$ cat src/rtl/video_sync_tracker.sv
// Recovers raster timing (line period, frame height, position) from hsync/vsync alone.
// Locks after consistent frames and then flags any phase or period disturbance.
module video_sync_tracker #(
   parameter int H_VISIBLE    = 640,
   parameter int H_SYNC_START = 656,
   parameter int V_VISIBLE    = 480,
   parameter int V_SYNC_START = 490,
   parameter int LOCK_FRAMES  = 2
) (
   input  logic       i_clk,
   input  logic       i_rst_n,
   input  logic       i_hsync,
   input  logic       i_vsync,
   output logic       o_locked,
   output logic       o_error,
   output logic [9:0] o_h_total,
   output logic [9:0] o_v_total,
   output logic [9:0] o_hpos,
   output logic [9:0] o_vpos,
   output logic       o_visible,
   output logic       o_frame_start
);

   typedef enum logic [1:0] {SEARCH, MEASURE, LOCKED} state_t;

   localparam logic [9:0] HSS   = 10'(H_SYNC_START);
   localparam logic [9:0] HSS1  = 10'(H_SYNC_START + 1);
   localparam logic [9:0] VSS   = 10'(V_SYNC_START);
   localparam logic [9:0] HVIS  = 10'(H_VISIBLE);
   localparam logic [9:0] VVIS  = 10'(V_VISIBLE);
   localparam logic [2:0] LOCKN = 3'(LOCK_FRAMES);
   localparam logic [9:0] PMAX  = 10'd1023;

   state_t     state_q, state_d;
   logic       hs_q, vs_q;
   logic [9:0] hper_q, hper_d, lines_q, lines_d;
   logic [9:0] hcnt_q, hcnt_d, vcnt_q, vcnt_d;
   logic [9:0] h_total_q, h_total_d, v_total_q, v_total_d;
   logic       vseen_q, vseen_d, frame_bad_q, frame_bad_d, error_q, error_d;
   logic [2:0] good_q, good_d;
   logic       hs_rise, vs_rise, timeout, lose_lock;

   assign hs_rise = i_hsync & ~hs_q;
   assign vs_rise = i_vsync & ~vs_q;

   // Measurement and free-running position counters; they run in every state.
   always_comb begin
      hper_d  = hs_rise ? 10'd1 : ((hper_q == PMAX) ? hper_q : hper_q + 10'd1);
      timeout = (hper_d == PMAX);

      lines_d = lines_q;
      if (vs_rise)
         lines_d = {9'd0, hs_rise};
      else if (hs_rise)
         lines_d = lines_q + 10'd1;

      hcnt_d = hcnt_q + 10'd1;
      vcnt_d = vcnt_q;
      if (hs_rise) begin
         hcnt_d = HSS1;
      end else if (hcnt_q == h_total_q - 10'd1) begin
         hcnt_d = 10'd0;
         vcnt_d = (vcnt_q == v_total_q - 10'd1) ? 10'd0 : vcnt_q + 10'd1;
      end
      if (vs_rise)
         vcnt_d = VSS;
   end

   always_comb begin
      state_d     = state_q;
      h_total_d   = h_total_q;
      v_total_d   = v_total_q;
      vseen_d     = vseen_q;
      good_d      = good_q;
      frame_bad_d = frame_bad_q;
      error_d     = 1'b0;
      lose_lock   = (hs_rise && (hcnt_q != HSS || hper_q != h_total_q)) ||
                    (vs_rise && (vcnt_q != VSS || hcnt_q != 10'd0));

      case (state_q)
         SEARCH: begin
            vseen_d = 1'b0;
            good_d  = 3'd0;
            if (hs_rise)
               state_d = MEASURE;
         end
         MEASURE: begin
            // The first vsync only opens a frame; later ones close and compare it.
            if (vs_rise) begin
               if (!vseen_q) begin
                  vseen_d = 1'b1;
               end else if (lines_q == v_total_q && !frame_bad_q) begin
                  good_d = good_q + 3'd1;
                  if (good_q + 3'd1 == LOCKN)
                     state_d = LOCKED;
               end else begin
                  good_d    = 3'd0;
                  v_total_d = lines_q;
               end
               frame_bad_d = 1'b0;
            end
            if (hs_rise && hper_q != h_total_q) begin
               h_total_d   = hper_q;
               frame_bad_d = 1'b1;
            end
         end
         LOCKED: begin
            if (lose_lock) begin
               state_d = MEASURE;
               good_d  = 3'd0;
               vseen_d = 1'b0;
               error_d = 1'b1;
            end
         end
         default: state_d = SEARCH;
      endcase

      if (timeout) begin
         state_d = SEARCH;
         error_d = (state_q == LOCKED);
      end
   end

   always_ff @(posedge i_clk or negedge i_rst_n) begin
      if (!i_rst_n) begin
         state_q     <= SEARCH;
         hs_q        <= 1'b0;
         vs_q        <= 1'b0;
         hper_q      <= 10'd0;
         lines_q     <= 10'd0;
         hcnt_q      <= 10'd0;
         vcnt_q      <= 10'd0;
         h_total_q   <= 10'd0;
         v_total_q   <= 10'd0;
         vseen_q     <= 1'b0;
         frame_bad_q <= 1'b0;
         error_q     <= 1'b0;
         good_q      <= 3'd0;
      end else begin
         state_q     <= state_d;
         hs_q        <= i_hsync;
         vs_q        <= i_vsync;
         hper_q      <= hper_d;
         lines_q     <= lines_d;
         hcnt_q      <= hcnt_d;
         vcnt_q      <= vcnt_d;
         h_total_q   <= h_total_d;
         v_total_q   <= v_total_d;
         vseen_q     <= vseen_d;
         frame_bad_q <= frame_bad_d;
         error_q     <= error_d;
         good_q      <= good_d;
      end
   end

   assign o_locked      = (state_q == LOCKED);
   assign o_error       = error_q;
   assign o_h_total     = h_total_q;
   assign o_v_total     = v_total_q;
   assign o_hpos        = hcnt_q;
   assign o_vpos        = vcnt_q;
   assign o_visible     = o_locked && (hcnt_q < HVIS) && (vcnt_q < VVIS);
   assign o_frame_start = o_locked && (hcnt_q == 10'd0) && (vcnt_q == 10'd0);

endmodule

$ cat config.mk
export PLATFORM = sky130hd
export DESIGN_NAME = video_sync_tracker
export DESIGN_NICKNAME = d
export VERILOG_FILES = /design/src/rtl/video_sync_tracker.sv
export SDC_FILE = /design/constraint.sdc
export NUM_CORES = 1
export LEC_CHECK = 0
export CORE_MARGIN = 3
export CORE_UTILIZATION = 60
export CTS_CLUSTER_SIZE = 12
export DETAILED_ROUTE_END_ITERATION = 8
export PLACE_DENSITY = 0.84
export SYNTH_ARGS = -nofsm -noshare
export SYNTH_HDL_FRONTEND = slang
export SYNTH_SLANG_ARGS = --single-unit
$ cat constraint.sdc
create_clock -name i_clk -period 8.45 [get_ports i_clk]
set_input_delay 2.535 -clock i_clk [delete_from_list [all_inputs] [get_ports i_clk]]
set_output_delay 2.535 -clock i_clk [all_outputs]
set_load 0.01 [all_outputs]
# Word level (Yosys, flattened, before mapping)
# Cells that the tools add are included.
totals:
  reg_bits: 70
  in_bits: 4
  out_inout_bits: 44
op_classes:
  add_sub_neg: 7
  n_lt_le_gt_ge: 2
  eq_ne: 21
  muxes: 31
  n_bitwise: 5
  reduce_logical: 27
op_table:
  columns: ["cell", "count"]
  rows:
  - ["$mux W10", 10]
  - ["$add A10 B1 Y10 const B", 4]
  - ["$eq A10 B10 Y1", 3]
  - ["$eq A10 B10 Y1 const B", 2]
  - ["$logic_not A10 Y1", 2]
  - ["$sub A10 B1 Y10 const B", 2]
  - ["$ne A3 B3 Y1 const B", 5]
  - ["$mux W2", 7]
  - ["$mux W3", 4]
  - ["$lt A10 B10 Y1 const B", 1]
  - ["$lt A10 B9 Y1 const B", 1]
  - ["$ne A10 B10 Y1", 1]
  - ["$ne A10 B10 Y1 const B", 1]
  - ["$ne A10 B9 Y1 const B", 1]
  - ["$reduce_bool A10 Y1", 1]
  - ["$pmux W3 S3", 1]
  - ["$logic_and A1 B1 Y1", 8]
  - ["$reduce_and A4 Y1", 2]
  - ["$mux W1", 7]
  - ["$pmux W2 S3", 1]
  - ["$reduce_and A2 Y1", 3]
  - ["$reduce_and A6 Y1", 1]
  - ["$reduce_bool A2 Y1", 3]
  - ["$ne A2 B1 Y1 const B", 2]
  - ["14 further kinds", 20]

# Logic depth before layout (Yosys ltp)
logic_depth:
  ltp_word: 8
  ltp_mapped: 11
  mapped_depth_nobuf: 9

# Least setup slack after synthesis
# OpenSTA, ideal clock, no wires.
synth_path:
  path_kind: "reg-to-output"
  from: "register hcnt_q[2] (netlist: o_hpos[2])"
  to: "output port o_frame_start"
  arrival_ps: 1776
  path_slack_ps: 4139
  stages_incl_launch_ff: 5
  path_buffers: 1
  path_cell_list: "dfrtp_1 clkbuf_1 or4b_2 nor4_1 and3_1"
synth_between:
  elab_chain_len: 3
synth_rtl:
  columns: ["element", "line", "source"]
  rows:
  - ["start: declaration", "37", "logic [9:0] hcnt_q, hcnt_d, vcnt_q, vcnt_d;"]
  - ["start signal: assignment", "145", "hcnt_q <= hcnt_d;"]
  - ["$logic_not A10 Y1", "163", "assign o_frame_start = o_locked && (hcnt_q == 10'd0) && (vcnt_q == 10'd0);"]
  - ["$logic_and A1 B1 Y1 (2 in series)", "163", null]
  - ["end: declaration", "21", "output logic o_frame_start"]
# Every way passes these cells.

# Worst setup path in the final report
layout_path:
  from: "register hcnt_q[0] (netlist: o_hpos[0])"
  to: "output port o_frame_start"
# The elaborated chain is that of the path after synthesis.

==> impl_summary.txt <==
----------------------------------------------------
[STA]
  Final critical-path setup slack ... roughly 2.9 ns
  Largest clock skew in the final design ... a little over 0.008 ns
  Measured slew at the worst slew-check pin ... 0.8573 ns
  Worst slew slack as a fraction of its limit ... 42.84%
  Aggregate negative setup slack ... 0 ns
  Pins over their slew limit ... 0
  Clock period minus final worst setup slack ... ~5.5 ns
  Number of endpoints with negative hold slack in the final report ... 0
  RSZ-0062 raised after global routing ... no
  Maximum frequency from static timing analysis ... 0.1817 GHz
  Number of setup violations in the final report ... 0
  Final cycle utilization of the critical path ... 65.15%

[Setup path]
  Arrival time reported for the critical path endpoint ... 2.97 ns
  Delay of the slowest cell on the worst path ... 0.61 ns
  Kind of start point of the critical path ... flip-flop
  Category of the critical setup timing path ... flip-flop to primary output
  Maximum net fanout on the critical path ... 7
  Slack of the worst reg-to-reg path ... between 5 and 6 ns
  Endpoint required time on the critical path ... just under 6 ns
  Max stage delay cell, worst path ... sky130_fd_sc_hd__or4b_2
  Crit. End Element ... primary output
  Cell-by-cell listing of the critical path ... inv_1 > ha_1 > or4b_2 > nor4_1 > and3_1 > clkdlybuf4s50_1

[Power and ir drop]
  Power per cell area ... between 200 and 250 nW/µm²
  Internal ... between 800 and 900 µW
  Leakage power total ... approximately 2.2 nW
  Sw frac ... 35.12%
  Worst IR Drop VDD ... approximately 0.18 mV
  Flop pwr share ... between 30% and 40%
  Switching power total ... ~440 µW
  Clk network pwr share ... 29.1%
  Comb pwr share ... around 33%

[Floorplan]
  Total I/O pin count ... between 40 and 50
  Die boundary width ... 90.72 µm
  Die Area ... approximately 8200 µm²
  Starting density of the core ... around 63%
  Area of the core region ... between 6000 and 7000 µm²
  Vertical extent of the die ... around 91 µm
  # rows ... 30

[Synthesis]
  Post-Syn Instances ... approximately 460
  Post-synthesis cell type count ... 55
  Total of flip-flops plus latches after synthesis ... 70
  Yosys top cell by area ... sky130_fd_sc_hd__dfrtp_1
  Dominant cells by area after synthesis ... sky130_fd_sc_hd__dfrtp_1 41%, sky130_fd_sc_hd__xor2_1 7.5%, sky130_fd_sc_hd__xnor2_1 5.7%
  Average footprint of a synthesized cell ... 9.342 µm²
  EDFF count, synth ... 0
  Async set-or-reset flop fraction in the synthesized netlist ... 100.0%
  Top cell type's share of synthesized area ... roughly two fifths
  Number of nets produced by synthesis ... 476
  Yosys synthesis warning count ... 0
  Seq/Total Area, Yosys ... 40.67%
  Netlist Area Pre-Place ... roughly 4300 µm²
  Most common flop cell mapped by yosys ... sky130_fd_sc_hd__dfrtp_1

[Final layout]
  Area of all placed cells without fillers ... between 5000 and 6000 µm²
  Most frequent standard cell in the layout excluding fill and tap cells ... sky130_fd_sc_hd__dfrtp_1
  Most frequent cells in the layout ... 70 x sky130_fd_sc_hd__dfrtp_1, 46 x sky130_fd_sc_hd__clkdlybuf4s50_1, 39 x sky130_fd_sc_hd__nor2_1
  N_diodes ... 0
  Area growth from synthesis to layout ... 18.16%
  Final net count ... ~510
  Final non-filler cell total ... approximately 600
  Fraction of final layout cells sized beyond drive strength 1 ... around 10%
  Layout Utilization ... between 70% and 80%

[Status]
  Outcome ... completed

[Placement]
  Routability congestion estimate ... 0.9074
  Cell Count Post-Placement ... 582
  Placement Cell Area ... between 4000 and 5000 µm²
  Port Buf Inserts ... 47
  Detailed placement HPWL ... just over 7 mm
  Worst slack, placed ... 3.396 ns

[Hold path]
  Tightest Hold Check Type ... flip-flop to flip-flop

[Global route]
  Wire length of the first global-routing pass ... 17.50 mm
  Antenna violations before repair ... 0
  Pin count of the biggest net entering global routing ... 71
  GRT Residual Overflow ... 0
  Global routing usage summed across all routing layers ... about a quarter
  Via count of the first global-routing pass ... 3,582

[Clock tree]
  Buffer type at the clock tree root ... sky130_fd_sc_hd__clkbuf_8
  Setup bufs post-CTS ... 0
  Clock transition at path regs ... around 0.080 ns
  Cts-stage hold buffer count ... 0
  Clock latency on the worst-skew pair ... 0.35 ns
  Count of clock tree sinks ... 70
  Clock tree from TritonCTS ... done
  Post-CTS sizing ... 0
  Total clock buffers created by CTS ... 9
  Depth of the CTS H-tree ... 3
  Buffers from clock root to sink, at most ... 2

[Drt]
  Remaining antenna violation count after routing ... 0
  Final routed DRC violation total ... 0
  Iter 0 DRT Violations ... 256
  Number of vias per cell after detailed routing ... slightly above 6
  Vias post-DR ... 3,680
  Final routed wirelength across all metal layers ... between 10 and 15 mm
  Average detailed-routed wire length per instance ... roughly 17 µm
  Number of optimization iterations in the first detailed-route pass ... 7

[Run]
  Max capacitance violation total ... 0

----------------------------------------------------
area by class of cell:
type | count | area [µm²]
Clock buffer | 9 | 123.9
Clock inverter | 7 | 145.1
Fill cell | 489 | 1780
Inverter | 16 | 60.06
Multi-Input combinational cell | 347 | 2377
Sequential cell | 70 | 1752
Tap cell | 96 | 120.1
Timing Repair Buffer | 53 | 510.5
cell usage after synthesis (6+ instances only):
master,n
sky130_fd_sc_hd__inv_1,16
sky130_fd_sc_hd__dfrtp_1,70
sky130_fd_sc_hd__a31oi_1,7
sky130_fd_sc_hd__a211oi_1,6
sky130_fd_sc_hd__nor2_1,39
sky130_fd_sc_hd__nor3_1,17
sky130_fd_sc_hd__nand4_1,9
sky130_fd_sc_hd__nor4_1,7
sky130_fd_sc_hd__mux2_2,15
sky130_fd_sc_hd__ha_1,11
sky130_fd_sc_hd__nor2b_1,8
sky130_fd_sc_hd__nand3_1,27
sky130_fd_sc_hd__a21oi_1,10
sky130_fd_sc_hd__and3_1,11
sky130_fd_sc_hd__clkbuf_1,21
sky130_fd_sc_hd__xor2_1,37
sky130_fd_sc_hd__nand2_1,27
sky130_fd_sc_hd__a221o_1,6
sky130_fd_sc_hd__xnor2_1,28
sky130_fd_sc_hd__o21ai_0,26
metrics by stage:
stage,hold slack (ns),power (mW)
2_1_floorplan,0.4747,0.7490
3_3_place_gp,0.4946,0.8588
3_5_place_dp,0.5021,0.8750
4_1_cts,0.5194,1.241
5_1_grt,0.5667,1.317
6_report,0.5162,1.239
power by group through the flow:
stage | sequential, mW | clock, mW | combinational (mW)
after global placement | 0.473 | 0 | 0.385
after CTS | 0.472 | 0.367 | 0.403
after floorplan | 0.439 | 0 | 0.310
after global routing | 0.483 | 0.385 | 0.449
final | 0.473 | 0.361 | 0.405
after detailed placement | 0.477 | 0 | 0.398
worst paths after layout:
| check | endpoint | depth (start not counted) | start |
|---|---|---|---|
| max in group asynchronous | o_h_total[2]$_DFFE_PN0P_ | 2 | i_rst_n |
| min in group asynchronous | o_v_total[7]$_DFFE_PN0P_ | 2 | i_rst_n |
| max reg2reg | o_vpos[9]$_DFFE_PN0P_ | 9 | o_h_total[0]$_DFFE_PN0P_ |
| min reg2reg | good_q[1]$_DFFE_PN0P_ | 2 | good_q[1]$_DFFE_PN0P_ |
| min | good_q[1]$_DFFE_PN0P_ | 2 | good_q[1]$_DFFE_PN0P_ |
| max | o_frame_start | 6 | o_hpos[0]$_DFF_PN0_ |
critical path, delay by kind of cell (launching register included):
kind          cells  cell delay, ns
fa+ha+maj         1            0.13
simple gates      3            1.39
flops             1            0.46
buf+inv           2            0.63
metal layers:
layer | GRT usage (%) | vias to the layer above | part of all wire (%)
met5 | 0 | - | 0
met4 | 11.99 | 0 | 2.9
met3 | 7.000 | 26 | 6.9
met2 | 39.72 | 167 | 46
met1 | 35.37 | 1789 | 44
li1 | - | 1698 | -
sequential cells by signal, summed over array words and instances (netlist names), 2 cells and up:
signal and count:
o_v_total 10, o_hpos 10, o_h_total 10, good_q 3, state_q 2, lines_q 10, hper_q 10, o_vpos 10
kinds of logic after synthesis:
group	synth area share, %
flip-flops	40.67
adder cells (fa/ha/maj)	3.196
AND/OR/NAND/NOR	22.46
multiplexers	4.852
buffers and inverters	4.126
AO/OA/AOI/OAI	11.48
XOR/XNOR	13.22
Note: power is estimated with default switching activity, not from simulation.
